**src/rtl/dmem_pkg.sv**
```systemverilog
// Shared types and constants for the 256-bit data-memory access controller.
package dmem_pkg;

  localparam int unsigned LANE_W     = 32;
  localparam int unsigned NUM_LANES  = 8;
  localparam int unsigned LANE_IDX_W = 3;
  localparam int unsigned MEM_A_W    = 256;

  typedef enum logic [2:0] {
    IDLE,
    RD,
    WR,
    RMW_RD,
    RMW_WR,
    RESP
  } state_e;

endpackage

```
**src/rtl/dmem_access_ctrl_lane_merge.sv**
```systemverilog
// Combinational lane replace: the selected lane takes the new data, every other bit passes through.
module lane_merge #(
  parameter int unsigned LANE_W    = 32,
  parameter int unsigned NUM_LANES = 8,
  parameter int unsigned IDX_W     = 3
) (
  input  logic [LANE_W*NUM_LANES-1:0] word_i,
  input  logic [IDX_W-1:0]            lane_i,
  input  logic [LANE_W-1:0]           data_i,
  output logic [LANE_W*NUM_LANES-1:0] word_o
);

  always_comb begin
    word_o = word_i;
    for (int unsigned k = 0; k < NUM_LANES; k++) begin
      if (lane_i == IDX_W'(k)) begin
        word_o[k*LANE_W +: LANE_W] = data_i;
      end
    end
  end

endmodule

```
**src/rtl/dmem_access_ctrl.sv**
```systemverilog
// Initiator for the 256-bit data memory: loads, full-word stores and read-modify-write lane stores,
// one request outstanding, valid/ready on both the request and response sides.
module dmem_access_ctrl
  import dmem_pkg::*;
#(
  parameter int unsigned ADDR_W = 10,
  parameter int unsigned DATA_W = 256,
  parameter int unsigned LANE_W = 32
) (
  input  logic                  clk,
  input  logic                  rst,
  input  logic                  req_valid,
  output logic                  req_ready,
  input  logic                  req_we,
  input  logic                  req_full,
  input  logic [LANE_IDX_W-1:0] req_lane,
  input  logic [ADDR_W-1:0]     req_addr,
  input  logic [DATA_W-1:0]     req_wdata,
  output logic                  resp_valid,
  input  logic                  resp_ready,
  output logic [DATA_W-1:0]     resp_rdata,
  output logic                  mem_WE,
  output logic [MEM_A_W-1:0]    mem_A,
  output logic [DATA_W-1:0]     mem_WD,
  input  logic [DATA_W-1:0]     mem_RD
);

  state_e                  state_q;
  logic [ADDR_W-1:0]       addr_q;
  logic [LANE_IDX_W-1:0]   lane_q;
  logic [LANE_W-1:0]       wdata_q;
  logic                    mem_we_q;
  logic [DATA_W-1:0]       mem_wd_q;
  logic                    resp_valid_q;
  logic [DATA_W-1:0]       resp_rdata_q;
  logic [DATA_W-1:0]       merged;

  lane_merge #(
    .LANE_W    (LANE_W),
    .NUM_LANES (DATA_W / LANE_W),
    .IDX_W     (LANE_IDX_W)
  ) u_merge (
    .word_i (mem_RD),
    .lane_i (lane_q),
    .data_i (wdata_q),
    .word_o (merged)
  );

  assign req_ready  = (state_q == IDLE) && rst;
  assign resp_valid = resp_valid_q;
  assign resp_rdata = resp_rdata_q;
  assign mem_WE     = mem_we_q;
  assign mem_WD     = mem_wd_q;
  assign mem_A      = {{(MEM_A_W - ADDR_W){1'b0}}, addr_q};

  // Async reset clears mem_we_q at once, so an interrupted write never reaches the memory.
  always_ff @(posedge clk or negedge rst) begin
    if (!rst) begin
      state_q      <= IDLE;
      addr_q       <= '0;
      lane_q       <= '0;
      wdata_q      <= '0;
      mem_we_q     <= 1'b0;
      mem_wd_q     <= '0;
      resp_valid_q <= 1'b0;
      resp_rdata_q <= '0;
    end else begin
      unique case (state_q)
        IDLE: begin
          if (req_valid) begin
            addr_q  <= req_addr;
            lane_q  <= req_lane;
            wdata_q <= req_wdata[LANE_W-1:0];
            if (!req_we) begin
              state_q <= RD;
            end else if (req_full) begin
              mem_wd_q <= req_wdata;
              mem_we_q <= 1'b1;
              state_q  <= WR;
            end else begin
              state_q <= RMW_RD;
            end
          end
        end
        RD: begin
          resp_rdata_q <= mem_RD;
          resp_valid_q <= 1'b1;
          state_q      <= RESP;
        end
        WR: begin
          mem_we_q     <= 1'b0;
          resp_rdata_q <= mem_wd_q;
          resp_valid_q <= 1'b1;
          state_q      <= RESP;
        end
        RMW_RD: begin
          mem_wd_q <= merged;
          mem_we_q <= 1'b1;
          state_q  <= RMW_WR;
        end
        RMW_WR: begin
          mem_we_q     <= 1'b0;
          resp_rdata_q <= mem_wd_q;
          resp_valid_q <= 1'b1;
          state_q      <= RESP;
        end
        RESP: begin
          if (resp_ready) begin
            resp_valid_q <= 1'b0;
            state_q      <= IDLE;
          end
        end
        default: begin
          state_q <= IDLE;
        end
      endcase
    end
  end

endmodule

```
**config.mk**
```make
export PLATFORM = sky130hd
export DESIGN_NAME = dmem_access_ctrl
export DESIGN_NICKNAME = d
export VERILOG_FILES = /design/src/rtl/dmem_pkg.sv /design/src/rtl/dmem_access_ctrl_lane_merge.sv /design/src/rtl/dmem_access_ctrl.sv
export SDC_FILE = /design/constraint.sdc
export NUM_CORES = 1
export LEC_CHECK = 0
export CAP_MARGIN = 5
export CORE_AREA = 3 3 499 501
export CTS_BUF_LIST = sky130_fd_sc_hd__clkbuf_8 sky130_fd_sc_hd__clkbuf_16
export DETAILED_ROUTE_END_ITERATION = 10
export DIE_AREA = 0 0 502 504
export SLEW_MARGIN = 10
export SYNTH_ARGS = -nofsm -noshare
export SYNTH_HDL_FRONTEND = slang
export SYNTH_HIERARCHICAL = 1
export SYNTH_SLANG_ARGS = --single-unit
```
**constraint.sdc**
```tcl
create_clock -name clk -period 2.7 [get_ports clk]
set_clock_uncertainty 0.1 [all_clocks]
set_input_delay 0.54 -clock clk [delete_from_list [all_inputs] [get_ports clk]]
set_output_delay 0.54 -clock clk [all_outputs]
set_load 0.1 [all_outputs]
```
==> parameters.txt <==
Parameter                              Value

Placed design
  Placed standard-cell area ... 43400 um^2
  Weighted congestion at the end of routability-driven global placement ... 0.885
  Total half-perimeter wirelength after legalization and detailed placement ... 171000 um
  Placed Instances ... 6543
  IO buf count ... 1055

Timing
  Count of endpoints failing hold in the final timing report ... 0
  Setup slack after layout ... -0.0351 ns
  Final Setup Violations ... 17
  RSZ-0062 raised after global routing ... false
  FMAX ... 366 MHz
  Shortest clock period the worst path allows after layout ... 2.74 ns
  Crit share post-route ... 1.01
  Total count of max-transition violations in the final report ... 73
  Slew at the pin closest to its max-slew limit ... 1.61 ns
  Max-Slew Margin vs Limit ... -0.0730

Status
  Violated checks ... slew limit, setup timing
  Status ... finished with violations

Worst setup path
  Critical path arrival ... 3.15 ns
  Startpoint kind of the worst setup timing path ... register
  Path type of the worst setup path ... reg2reg
  Worst Path Required ... 3.11 ns
  Crit path max fanout ... 157
  Endpoint type of the worst setup path ... register

Logic synthesis
  Share of the yosys chip area belonging to registers ... 0.452
  Synthesized netlist cell count ... 2343
  Synth top area share ... 0.452
  Mapped Avg Cell Area ... 13.3 um^2
  Unique masters post-synth ... 33
  Number of storage elements in the synthesis netlist ... 562
  Dominant cells by area after synthesis ... sky130_fd_sc_hd__dfrtp_1 45%, sky130_fd_sc_hd__mux2_2 28%, sky130_fd_sc_hd__a221o_1 8.2%
  Netlist area before placement ... 31100 um^2
  Most area-hungry cell type in the Yosys netlist ... sky130_fd_sc_hd__dfrtp_1
  Number of warnings reported in the yosys synthesis log ... 6

Global route
  Via count of the first global-routing pass ... 25600
  Pin count of the biggest net entering global routing ... 158
  M1 GR Usage ... 0.181
  Global-route total usage across every layer ... 0.164
  First-pass GRT wire length ... 273000 um
  Peak-usage layer in the global routing report ... met2
  Global Route met2 Usage ... 0.257
  Number of antenna violations at the first check in global routing ... 117
  GR Layer Usage met3 ... 0.0924
  Remaining global-route overflow ... 0

Final layout
  Final net count ... 3931
  Area Growth Syn to Fin ... 47.9%
  Proportion of layout cells with a drive suffix above 1 ... 0.457
  Filler cell count in the final layout ... 26800
  Commonest cells after routing, fill and taps aside ... 773 x sky130_fd_sc_hd__mux2_2, 564 x sky130_fd_sc_hd__buf_4, 530 x sky130_fd_sc_hd__dfrtp_1
  Count of placed standard cells in the final layout, fillers left out ... 6752
  Final non-filler cell area ... 46000 um^2
  Sequential cell area in the final layout ... 14100 um^2
  Most common cell after layout, fill and taps aside ... sky130_fd_sc_hd__mux2_2
  Area of the multi-input gates ... 14700 um^2

Floorplan
  Initial cell density of the core ... 0.127
  Overall die height ... 504 um
  Die width ... 502 um
  Count of boundary I/O pins ... 1302
  Floorplan row count ... 182
  Die Area ... 253000 um^2
  Placeable Area ... 245000 um^2

Clock network
  # clock sinks ... 562
  Worst-skew pair later-pin latency ... 0.71 ns
  Clock tree from TritonCTS ... done
  H-tree lvl count ... 3
  Number of buffers on the longest clock path ... 3
  Post-CTS repair timing setup buffer count ... 0
  Register clock-pin slew on the reported worst setup and hold paths ... 0.07 ns
  CTS root buffer ... sky130_fd_sc_hd__clkbuf_16
  CTS Buf Count ... 74

Routing
  Final wirelength ... 216000 um
  Detail Route Antenna Nets ... 0
  Via-per-instance ratio ... 3.79
  WL per Instance ... 32.0 um
  Detailed Routing Iterations Pass 1 ... 5
  Via count ... 25600
  Drt first-iter violations ... 2077
  Number of design rule violations left after detail routing ... 0

Job
  Number of max-cap violations ... 0

Worst hold path
  Worst min-delay path class ... in2reg
## state kept, by name (all words and copies together), names as in the netlist
signal and flops:
mem_WE 1, addr_q 10, lane_q 3, mem_WD 256, resp_rdata 256, state_q 3
resp_valid 1, wdata_q 32
## worst paths after layout
kind / startpoint / cells after the start / slack [ns] / to
worst max-delay path: state_q[1]$_DFFE_PN0P_ / 4 / -0.04 / resp_rdata[135]$_DFFE_PN0P_
worst min-delay path: req_addr[4] / 2 / 0.34 / addr_q[4]$_DFFE_PN0P_
worst max register to register: state_q[1]$_DFFE_PN0P_ / 4 / -0.04 / resp_rdata[135]$_DFFE_PN0P_
worst min register to register: lane_q[0]$_DFFE_PN0P_ / 1 / 0.41 / lane_q[0]$_DFFE_PN0P_
max in group asynchronous: rst / 3 / 1.09 / resp_rdata[135]$_DFFE_PN0P_
min in group asynchronous: rst / 3 / 0.41 / resp_rdata[249]$_DFFE_PN0P_
## layer usage
| metal | wire (um) | share of wire |
|---|---|---|
| met5 | 569 | 0.0026 |
| met4 | 10600 | 0.049 |
| met3 | 31900 | 0.15 |
| met2 | 95800 | 0.44 |
| met1 | 77000 | 0.36 |
## stage by stage
stage	util	hold slack, ns	setup TNS (ns)	setup WS [ns]
finish	0.188	0.340	-0.293	-0.0351
global placement	0.177	0.396	0	0.0163
global route	0.187	0.293	0	0.0194
floorplan	-	0.144	0	0.480
CTS	0.187	0.246	0	0.0423
detailed placement	0.177	0.393	0	0.0317
## area by class of cell
type,count,area share
Sequential cell,562,0.306
Clock inverter,45,0.00718
Tap cell,3220,0.0875
Antenna cell,72,0.00391
Multi-Input combinational cell,1605,0.319
Clock buffer,91,0.0458
Timing Repair Buffer,1157,0.230
## worst max-delay path, cell delays in order (launching register included)
cell	delay, ns
sky130_fd_sc_hd__dfrtp_2	0.50
sky130_fd_sc_hd__xnor2_1	0.37
sky130_fd_sc_hd__nor2_4	0.10
sky130_fd_sc_hd__buf_12	0.21
sky130_fd_sc_hd__a221o_1	0.68
## cells by family after synthesis
| logic type | Yosys count | share of synthesized area |
|---|---|---|
| multiplexers | 813 | 0.297 |
| flip-flops | 562 | 0.452 |
| buffers and inverters | 421 | 0.107 |
| AND/OR/NAND/NOR | 278 | 0.0590 |
| AO/OA/AOI/OAI | 267 | 0.0850 |
| XOR/XNOR | 1 | 0.000281 |
| other | 1 | 0.000120 |
## cells in the mapped netlist, drive strengths merged
cell type / n
a211oi: 1
a21oi: 3
a221o: 256
a31oi: 1
and2: 258
and3: 1
buf: 383
clkbuf: 38
conb: 1
dfrtp: 562
mux2: 813
nand2: 1
nand3: 2
nand3b: 4
nand4b: 1
nor2: 2
nor2b: 2
nor3: 2
nor3b: 4
o21ai: 3
o21ba: 1
o31a: 2
or3: 1
xnor2: 1
## what timing repair did
action,in CTS,in global routing
gates cloned,0,0
hold buffers,1,0
resized for setup,3,1
endpoints found under the hold margin,164,0
setup endpoints to repair,1,1
Power is not shown: default switching activity piles up to over one toggle a cycle in this logic, so the estimate is an artifact.
==> edit, RTL diff (same settings) <==
The package constant `LANE_IDX_W` goes from 3 to 4.
--- a/src/rtl/dmem_pkg.sv
+++ b/src/rtl/dmem_pkg.sv
@@ -3,7 +3,7 @@
 
   localparam int unsigned LANE_W     = 32;
   localparam int unsigned NUM_LANES  = 8;
-  localparam int unsigned LANE_IDX_W = 3;
+  localparam int unsigned LANE_IDX_W = 4;
   localparam int unsigned MEM_A_W    = 256;
 
   typedef enum logic [2:0] {
Ports: changed (resized req_lane); port bits go from 1302 to 1303. The function was not compared with the original's and may differ.
==> edit against the original RTL <==
  * Worst setup slack better by 140 ps
  * Sequential cell count grew 1
  * Worst hold slack better by 11 ps
  * Wire length down 7.7%
  * First-iteration DRC count is 8.9% lower
  * Largest cell class unchanged
  * Highest routed layer unchanged
  * Global-route usage shrank 1.3 points
  * Cell area increased by 1.2%
  * Area after synthesis rose by 1.3%
Power is not shown: default switching activity piles up to over one toggle a cycle in this logic, so the estimate is an artifact.
==> edit: results (changes against the original RTL) <==
[cells_and_area]
final_cells = 6745  ; was 6752
seqCellArea_um2 = 14100  ; about the same
drive_gt1_frac = 0.456  ; was 0.457
nets = 3958  ; was 3931
nFillCells = 26700  ; was 26800

[min_path]
hp-class = in2async  ; was in2reg

[synth]
synth_commonest_cells = mux2_2 (691), dfrtp_1 (563), and2_1 (258), a221o_1 (256), buf_4 (254)  ; was mux2_2 (773), dfrtp_1 (562), and2_1 (258), a221o_1 (256), buf_4 (250)
synthTopCellsByArea = dfrtp_1 (45%), mux2_2 (25%), a221o_1 (8.1%)  ; was dfrtp_1 (45%), mux2_2 (28%), a221o_1 (8.2%)
syn_inst = 2349  ; was 2343
synth-seq-area-share = 0.447  ; was 0.452
synth.distinct_cells = 34  ; was 33

[place]
place_area_um2 = 43900  ; was 43400 um^2
placed_cells_incl_taps = 6569  ; was 6543
dpl_worst_slack_ps = -254  ; was 31.7 ps
port_buffers = 1056  ; was 1055
place.gp.congestion = 0.898  ; was 0.885
dp_hpwl_um = 158000  ; was 171000 um

[global_route]
antenna_found_initial = 73  ; was 117
grt_pass1_wl_um = 257000  ; was 273000 um
grt_max_degree = 133  ; was 158
grt_usage = 0.151  ; was 0.164
grt_pass1_vias = 26000  ; was 25600

[outcome]
status = finished clean  ; was finished with violations

[drt]
vias_per_cell = 3.73  ; was 3.79
wire_per_inst_um = 29.5  ; was 32.0 um
drt_iter0_markers = 1893  ; was 2077

[worst_setup_path]
slowest_stage = dfrtp_1  ; was a221o_1
r2r_start = lane_q[0]  ; was state_q[1]
crit_family = multiplexers  ; was compound AO/OA/AOI/OAI gates
critPathMaxFanout = 20  ; was 157
startpoint = lane_q[0]  ; was state_q[1]

[clock_network]
clock_latency_ps = 690  ; was 710 ps
clk_path_buf_depth = 3  ; unchanged

[sta]
tightest_slew_ps = 1230  ; was 1610 ps

[edit: changes by cell type after synthesis, moves of 2 or more]
cell / change
buf_2: -12
buf_4: +4
buf_6: +11
buf_8: +2
mux2_1: +13
mux2_2: -82
mux2_4: +70
nand3b_4: -3
nor3b_4: -3
nor4b_4: +3
nor4bb_1: +3
[edit: logic make-up (layout without fill, tap and decap cells)]
| logic type | count (synthesis) | after routing | synth area share |
|---|---|---|---|
| compound gates | 267 | 267 | 0.0839 |
| xor+xnor | 1 | 1 | 0.000278 |
| buf+inv | 425 | 1312 | 0.109 |
| flops | 563 | 563 | 0.447 |
| mux | 814 | 814 | 0.301 |
| other cells | 1 | 290 | 0.000119 |
| simple gates | 278 | 278 | 0.0580 |
[edit: metal layers]
layer | vias up | GRT usage | routed length [um]
met2 | 1605 | 0.253 | 96700
li1 | 10400 | - | -
met1 | 12800 | 0.170 | 73500
met3 | 293 | 0.0501 | 19100
met4 | 18 | 0.0797 | 9800
met5 | - | 0 | 118
[edit: what timing repair did]
| action | in CTS | in global routing |
|---|---|---|
| gates resized for setup | 1 | 1 |
| setup endpoints to repair | 1 | 1 |
| hold buffers | 1 | 0 |
| buffers inserted | 0 | 0 |
| endpoints found under the hold margin | 133 | 0 |
[edit: final timing paths]
path,endpoint,cells after the start,slack [ps]
max,mem_WD[46],6,110
min,resp_rdata[4],3,350
max reg2reg,mem_WD[46],6,110
min reg2reg,addr_q[2],1,410
max in group asynchronous,wdata_q[24],4,940
min in group clk,addr_q[6],2,350
[edit: layout make-up]
class,instances,area share
multi-input combinational,1606,0.322
sequential,563,0.303
timing repair buffer,1181,0.232
tap,3220,0.0865
clock buffer,90,0.0447
clock inverter,41,0.00879
antenna,44,0.00236
